<file path="src/rtl/seg_scan_ctrl.sv">
// Six-digit seven-segment scan controller with a double-buffered pattern bank.
// Shadow writes become visible only when a commit is applied at a frame boundary or while idle.
module seg_scan_ctrl #(
   parameter int unsigned NUM_DIGITS   = 6,
   parameter int unsigned CLK_DIV      = 50000,
   parameter int unsigned BLANK_CYCLES = 16
) (
   input  logic       clk,
   input  logic       rst,
   input  logic       enable,
   input  logic       wr_en,
   input  logic [2:0] wr_addr,
   input  logic [7:0] wr_data,
   input  logic       commit,
   input  logic [5:0] digit_mask,
   output logic [2:0] bit_disp,
   output logic [7:0] seg_data,
   output logic       frame_done,
   output logic       commit_pending
);

   localparam int unsigned CNT_MAX = (CLK_DIV > BLANK_CYCLES) ? CLK_DIV : BLANK_CYCLES;
   localparam int unsigned CW      = (CNT_MAX > 1) ? $clog2(CNT_MAX) : 1;

   localparam logic [CW-1:0] SHOW_LAST  = CW'(CLK_DIV - 1);
   localparam logic [CW-1:0] BLANK_LAST = CW'(BLANK_CYCLES - 1);
   localparam logic [2:0]    LAST_IDX   = 3'(NUM_DIGITS - 1);

   typedef enum logic [1:0] {
      ST_IDLE,
      ST_BLANK,
      ST_SHOW
   } state_t;

   state_t        r_state;
   state_t        w_state_nxt;
   logic [CW-1:0] r_cnt;
   logic [CW-1:0] w_cnt_nxt;
   logic [2:0]    r_idx;
   logic [2:0]    w_idx_nxt;
   logic [2:0]    w_bit_nxt;
   logic [7:0]    w_seg_nxt;
   logic          w_fd_nxt;
   logic          w_pend_nxt;
   logic          w_load;
   logic          w_addr_ok;
   logic [7:0]    w_mask8;

   // Banks are sized to the full 3-bit address space; entries beyond NUM_DIGITS stay at reset value.
   logic [7:0]    r_shadow [8];
   logic [7:0]    r_active [8];

   assign w_addr_ok = (32'(wr_addr) < NUM_DIGITS);
   assign w_mask8   = {2'b00, digit_mask};

   always_comb begin
      w_state_nxt = r_state;
      w_cnt_nxt   = r_cnt;
      w_idx_nxt   = r_idx;
      w_bit_nxt   = bit_disp;
      w_seg_nxt   = seg_data;
      w_fd_nxt    = 1'b0;
      w_pend_nxt  = commit_pending | commit;
      w_load      = 1'b0;

      unique case (r_state)
         ST_IDLE: begin
            w_bit_nxt  = 3'b111;
            w_seg_nxt  = '1;
            w_cnt_nxt  = '0;
            w_idx_nxt  = '0;
            w_load     = commit_pending | commit;
            w_pend_nxt = 1'b0;
            if (enable) begin
               w_state_nxt = ST_BLANK;
            end
         end
         ST_BLANK: begin
            if (!enable) begin
               w_state_nxt = ST_IDLE;
               w_cnt_nxt   = '0;
               w_idx_nxt   = '0;
               w_bit_nxt   = 3'b111;
               w_seg_nxt   = '1;
            end else if (r_cnt == BLANK_LAST) begin
               w_state_nxt = ST_SHOW;
               w_cnt_nxt   = '0;
               if (w_mask8[r_idx]) begin
                  w_bit_nxt = r_idx;
                  w_seg_nxt = r_active[r_idx];
               end else begin
                  w_bit_nxt = 3'b111;
                  w_seg_nxt = '1;
               end
            end else begin
               w_cnt_nxt = r_cnt + CW'(1);
            end
         end
         ST_SHOW: begin
            if (!enable) begin
               w_state_nxt = ST_IDLE;
               w_cnt_nxt   = '0;
               w_idx_nxt   = '0;
               w_bit_nxt   = 3'b111;
               w_seg_nxt   = '1;
            end else if (r_cnt == SHOW_LAST) begin
               w_state_nxt = ST_BLANK;
               w_cnt_nxt   = '0;
               w_bit_nxt   = 3'b111;
               w_seg_nxt   = '1;
               if (r_idx == LAST_IDX) begin
                  // Frame boundary: a commit arriving on this same edge stays pending for the next one.
                  w_idx_nxt  = '0;
                  w_fd_nxt   = 1'b1;
                  w_load     = commit_pending;
                  w_pend_nxt = commit;
               end else begin
                  w_idx_nxt = r_idx + 3'd1;
               end
            end else begin
               w_cnt_nxt = r_cnt + CW'(1);
            end
         end
         default: begin
            w_state_nxt = ST_IDLE;
         end
      endcase
   end

   always_ff @(posedge clk) begin
      if (rst) begin
         r_state        <= ST_IDLE;
         r_cnt          <= '0;
         r_idx          <= '0;
         bit_disp       <= 3'b111;
         seg_data       <= '1;
         frame_done     <= 1'b0;
         commit_pending <= 1'b0;
         for (int unsigned i = 0; i < 8; i++) begin
            r_shadow[i] <= '1;
            r_active[i] <= '1;
         end
      end else begin
         r_state        <= w_state_nxt;
         r_cnt          <= w_cnt_nxt;
         r_idx          <= w_idx_nxt;
         bit_disp       <= w_bit_nxt;
         seg_data       <= w_seg_nxt;
         frame_done     <= w_fd_nxt;
         commit_pending <= w_pend_nxt;
         if (w_load) begin
            for (int unsigned i = 0; i < 8; i++) begin
               r_active[i] <= r_shadow[i];
            end
         end
         if (wr_en && w_addr_ok) begin
            r_shadow[wr_addr] <= wr_data;
         end
      end
   end

endmodule

</file>
<file path="config.mk">
export PLATFORM = sky130hd
export DESIGN_NAME = seg_scan_ctrl
export DESIGN_NICKNAME = d
export VERILOG_FILES = /design/src/rtl/seg_scan_ctrl.sv
export SDC_FILE = /design/constraint.sdc
export NUM_CORES = 1
export LEC_CHECK = 0
export ABC_CLOCK_PERIOD_IN_PS = 3800
export BUFFER_PORTS_ARGS = -buffer_cell sky130_fd_sc_hd__buf_2
export CAP_MARGIN = 10
export CELL_PAD_IN_SITES_DETAIL_PLACEMENT = 1
export CELL_PAD_IN_SITES_GLOBAL_PLACEMENT = 2
export CORE_ASPECT_RATIO = 0.8
export CORE_MARGIN = 2
export CORE_UTILIZATION = 39
export CTS_CLUSTER_SIZE = 30
export DETAILED_ROUTE_END_ITERATION = 10
export PLACE_DENSITY = 0.82
export SETUP_SLACK_MARGIN = 0.4
export SLEW_MARGIN = 15
export SYNTH_ARGS = -nofsm -noshare
export SYNTH_HDL_FRONTEND = slang
export SYNTH_SLANG_ARGS = --single-unit
</file>
<file path="constraint.sdc">
create_clock -name clk -period 3.8 [get_ports clk]
set_input_delay 0.95 -clock clk [delete_from_list [all_inputs] [get_ports clk]]
set_output_delay 0.95 -clock clk [all_outputs]
set_load 0.02 [all_outputs]
</file>
==> flow_summary.toml, run 1 <==
[global_routing]
antenna_found_initial = 0
grt_usage_pct = 17.4
grt_pass1_vias = 4337
grt_max_degree = 65
overflow = 0
grt_pass1_wl_mm = 24.6

[clock_network]
root_buffer = "clkbuf_16"
max-clock-path-buffers = 2
clkTransAtPathRegs_ns = 0.07
clk_latency_ns = 0.43
htree_num_levels = 4
post_cts_buffers = 0
cts_tree = "yes"
ctsResizeCount = 0
clkSinkCount = 165
cts_hold_buf = 0
cts_buffers = 17

[routing]
routedWlPerCell_um = 19.1
drc = 0
vias = 4142
routed_via_density = 5.15
drt_wl_total_mm = 15.3
m1WireLength_mm = 7.49
route.top_layer_used = "met4"
firstDrtPassIters = 5
drtIter0Drc = 269
wl_met3_um = 772
final_antenna_net_count = 0
route.met2.wl_mm = 6.96

[floorplanning]
rows = 43
die_height_um = 123
core-area_um2 = 17400
fp.dieW_um = 153
die_area_um2 = 18900
io_pins = 35
start_util_pct = 40.0

[sta]
setup_ws_ns = 1.15
clock.fmax_mhz = 377
tightestPinTransition_ns = 0.851
maxSlewViolCount = 0
tns_ns = 0
setup_viol = 0
fin_crit_ns = 2.65
rsz0062_at_grt = "no"
hold_viol = 0
finalCritPeriodShare_pct = 69.9
slew-limit-headroom_pct = 43.2
clock_skew_ns = 0.0120

[synth]
syn_avg_cell_area_um2 = 13.6
netlist_instances = 513
yosys.area.top_type = "edfxtp_1"
synth_seq_area_share_pct = 65.9
yosysTopAreaCellShare_pct = 55.3
yosys-top-cells-area = "edfxtp_1, dfxtp_1, nand2b_1"
synthArstFlopShare_pct = 0
ys_ff_latch = 165
yosys_warnings = 0
synth_edf_count = 128
syn_area_um2 = 6960
dominantRegCellSynth = "edfxtp_1"
netlist-cell-type-count = 45

[job]
drv_cap = 0

[critical_path]
r2r-start = "r_cnt[3]"
cp.arrival_ns = 2.81
reg2reg_setup_slack_ns = 1.15
critPathKind = "register to register"
cp-start-kind = "register"
startpoint = "r_cnt[3]"
required_ns = 3.96
crit_path_end_kind = "register"
r2r_cells = 6
critPathMaxFanout = 48

[pwr]
peakVddDrop_uv = 236
pwr_density_cell_nw_per_um2 = 487
leakagePower_nw = 2.47

[status]
status = "complete, no violations"

[layout]
fin_area_um2 = 8010
fin_cells = 804
layout.nets = 593
seq_area_um2 = 4590
multi_input_area_um2 = 2300
drive_gt1_share_pct = 25.9
insertedDiodeCount = 0
n_fill_cell = 1785
area_growth_pct = 15.2

[worst_hold_path]
hp-start = "r_shadow[7][5]"
hold_path_class = "register to register"
min_path_cells = 1

[placement]
dp.cells = 772
port_buffers = 34
dpl.hpwl_mm = 10.5
pre_cts_ws_ns = 0.874
gp_congestion = 0.753
post_dp_cell_area_um2 = 7450
==> cell usage after synthesis, types with 10 or more instances <==
cell / number
nand2b_1: 65
edfxtp_1: 128
inv_1: 10
or2_2: 51
nand3_1: 11
clkbuf_1: 13
mux4_2: 17
a31oi_1: 14
nor3_1: 18
nand2_1: 26
dfxtp_1: 37
nor2_1: 22
==> cells in the final DEF, fill, tap and decap left out, types with 9 or more instances in the layout <==
| cell type | n |
|---|---|
| edfxtp_1 | 128 |
| conb_1 | 16 |
| clkbuf_16 | 17 |
| nand3_1 | 10 |
| mux2i_1 | 9 |
| buf_2 | 34 |
| nand2_1 | 26 |
| nor3_1 | 18 |
| o21ai_0 | 9 |
| dfxtp_1 | 36 |
| or2_2 | 51 |
| mux4_2 | 17 |
| inv_1 | 10 |
| a31oi_1 | 14 |
| nand2b_1 | 65 |
| nor2_1 | 22 |
==> cell type report <==
cell class / count / area share, %
well taps: 225 / 3.51
flip-flops and latches: 165 / 57.2
inverters: 10 / 0.469
clock inverters: 15 / 1.69
multi-input cells: 330 / 28.7
clock buffers: 17 / 5.31
repair buffers: 42 / 3.03
==> power by group <==
part           switching, mW  internal (mW)
Sequential            0.0323           2.04
Combinational          0.111         0.0637
Clock                  0.786          0.868
Total                  0.930           2.97
==> critical path, stage by stage (launching register included) <==
cell	delay [ns]
dfxtp_1	0.46
or4b_4	0.54
nor4_4	0.38
nand4_1	0.25
a21oi_4	0.17
buf_4	0.44
nand2b_1	0.14
==> per-stage QoR <==
stage | power [mW] | utilization [%] | hold slack (ns)
floorplan | 2.21 | - | 0.448
global placement | 2.27 | 42.9 | 0.475
detailed placement | 2.29 | 42.9 | 0.477
CTS | 3.94 | 46.1 | 0.499
global route | 4.02 | 46.1 | 0.516
finish | 3.90 | 46.1 | 0.500
==> routing by layer <==
metal | GRT usage (%) | vias to the layer above
met1 | 24.4 | 2074
li1 | - | 1974
met3 | 4.52 | 6
met5 | 0 | -
met4 | 5.03 | 0
met2 | 27.0 | 88
==> worst paths after layout <==
kind | end
worst max register to register | r_active[1][7]
worst min-delay path | r_active[7][5]
worst min register to register | r_active[7][5]
worst max-delay path | r_active[1][7]
==> state kept, by name, indices dropped and copies added (netlist names), named ones only <==
register and count:
r_cnt 16, r_state 2, bit_disp 3, seg_data 8
r_shadow 64, r_active 64, frame_done 1, r_idx 3
commit_pending 1
==> logic make-up (layout without fill, tap and decap cells) <==
kind of cell	Yosys count	in the layout	synth area share [%]
xor gates and xnor gates	7	7	0.881
DFF	165	165	65.9
buffers and inverters	33	84	2.03
muxes	27	27	6.96
AOI/OAI and AO/OA	49	49	4.53
adders and majority gates	5	5	0.899
and+or+nand+nor	226	226	18.7
other	1	16	0.0539
Note: power is estimated with default switching activity, not from simulation.
==> run 2: changes to the inputs <==
- ABC_AREA: not set -> 1
- ABC_CLOCK_PERIOD_IN_PS: 3800 -> 2600
- CORE_UTILIZATION: 39 -> 40
- PLACE_DENSITY: 0.82 -> 0.86
- clock period: 3.8 -> 2.6 ns (I/O delays scaled with it)
==> flow_summary.toml, run 2 <==
[synth]
synth_commonest_cells = "nand2_1, edfxtp_1, nand3_1, nor2_1, nand3b_1"
synth_seq_area_share_pct = 63.5
yosysTopAreaCellShare_pct = 53.2
synthArstFlopShare_pct = 0
syn_avg_cell_area_um2 = 10.0
dominantRegCellSynth = "edfxtp_1"
synth_edf_count = 128
yosysMostFrequentCell = "nand2_1"
yosys-top-cells-area = "edfxtp_1, nand2_1, dfxtp_1"
yosys.area.top_type = "edfxtp_1"
ys_ff_latch = 165
syn_area_um2 = 7220
netlist-cell-type-count = 28
netlist_instances = 719
yosys_warnings = 0

[routing]
drtIter0Drc = 320
routedWlPerCell_um = 17.7
final_antenna_net_count = 0
vias = 5224
drt_wl_total_mm = 17.8
firstDrtPassIters = 5
routed_via_density = 5.18
drc = 0

[pwr]
pwr_density_cell_nw_per_um2 = 732
peakVddDrop_uv = 465
leakagePower_nw = 3.04

[placement]
gp_congestion = 0.778
pre_cts_ws_ns = 0.494
dpl.hpwl_mm = 11.8
port_buffers = 34

[sta]
setup_ws_ns = 0.527
tns_ns = 0
clock.fmax_mhz = 482
rsz0062_at_grt = "no"
finalCritPeriodShare_pct = 79.7
hold_viol = 0
setup_viol = 0
clock_skew_ns = 0.0159
maxSlewViolCount = 0
fin_crit_ns = 2.07
slew-limit-headroom_pct = 62.2
tightestPinTransition_ns = 0.563

[global_routing]
grt_max_degree = 68
overflow = 0
antenna_found_initial = 1
grt_pass1_vias = 5292
grt_pass1_wl_mm = 27.7
grt_usage_pct = 19.2

[critical_path]
cp_common_cell = "nand3_2"
worstPathCellList = "ha_1 > nand3_2 > nor2_2 > nand2_2 > inv_2 > nand3_2 > nand2_4 > buf_12 > nand3b_1"
startpoint = "r_cnt[1]"
crit_path_end_kind = "register"
cpMaxStageDelayCell = "dfxtp_1"
critical-path-max-stage-delay_ns = 0.38
cp.arrival_ns = 2.21
required_ns = 2.73
critPathMaxFanout = 24
cp-start-kind = "register"
critPathKind = "register to register"
r2r-start = "r_cnt[1]"

[clock_network]
post_cts_buffers = 0
clkTransAtPathRegs_ns = 0.06
clk_latency_ns = 0.44
cts_hold_buf = 0
ctsResizeCount = 0
cts_tree = "yes"
cts_buffers = 17
max-clock-path-buffers = 2
clkSinkCount = 165
htree_num_levels = 4
root_buffer = "clkbuf_16"

[status]
status = "complete, no violations"

[layout]
drive_gt1_share_pct = 14.4
final_util_pct = 47.9
final_cell_mix = "nand2_1, edfxtp_1, nor2_1, nand3_1, nand3b_1"
area_growth_pct = 16.0
layout.nets = 797
final_common_cell = "nand2_1"
top_regs = "r_active (64), r_shadow (64), r_cnt (16)"
insertedDiodeCount = 0

[floorplanning]
core-area_um2 = 17500
fp.dieW_um = 154
io_pins = 35
die_height_um = 124
start_util_pct = 41.3
die_area_um2 = 19200
rows = 43

[job]
drv_cap = 0

[worst_hold_path]
hold_path_class = "register to register"
hp-start = "seg_data[5]"
-- run 2: report_power, final --
part	leakage (nW)	internal (mW)	switching, mW
Sequential	1.47	3.01	0.0566
Combinational	1.27	0.147	0.308
Clock	0.295	1.48	1.13
-- run 2: kinds of logic (layout without fill, tap and decap cells) --
group                    count (synthesis)  in the layout  synth area share [%]
AND/OR/NAND/NOR                        412            412                  26.5
adder cells (fa/ha/maj)                  5              5                 0.866
buffers and inverters                   76            125                  4.40
other                                    1             16                0.0519
flip-flops                             165            165                  63.5
XOR/XNOR                                10             10                  1.21
AO/OA/AOI/OAI                           50             50                  3.47
-- run 2: area by class of cell --
type	count	area (µm²)
clock buffer	19	443
timing repair buffer	49	338
clock inverter	13	170
tap	225	282
sequential	165	4580
inverter	44	165
multi-input combinational	493	2390
fill	1961	9110
-- run 2: routing by layer --
layer  vias up  routed length [µm]  global-route usage, %
met3        19                 736                   4.77
met2       101                8930                   33.6
met4         0                 211                   6.02
met1      2596                7940                   23.9
li1       2508                   -                      -
met5         -                   0                      0
-- run 2: per-stage QoR --
step / hold slack [ns] / instances / power (mW) / cell area [µm²]
floorplan: 0.473 / 734 / 3.39 / 7290
global placement: 0.441 / 975 / 3.53 / 7730
detailed placement: 0.447 / 975 / 3.56 / 7730
CTS: 0.461 / 1007 / 6.16 / 8350
global route: 0.485 / 1008 / 6.32 / 8380
finish: 0.457 / 1008 / 6.13 / 8380
-- run 2: worst max-delay path, delay by kind of cell (launching register included) --
kind,cells,cell delay (ns)
simple gates,6,0.87
buf+inv,2,0.28
fa+ha+maj,1,0.23
flops,1,0.38
-- run 2: final timing paths --
path,to,slack [ns],cells after the start
max,r_active[5][4],0.53,9
min,seg_data[5],0.46,2
max reg2reg,r_active[5][4],0.53,9
min reg2reg,seg_data[5],0.46,2
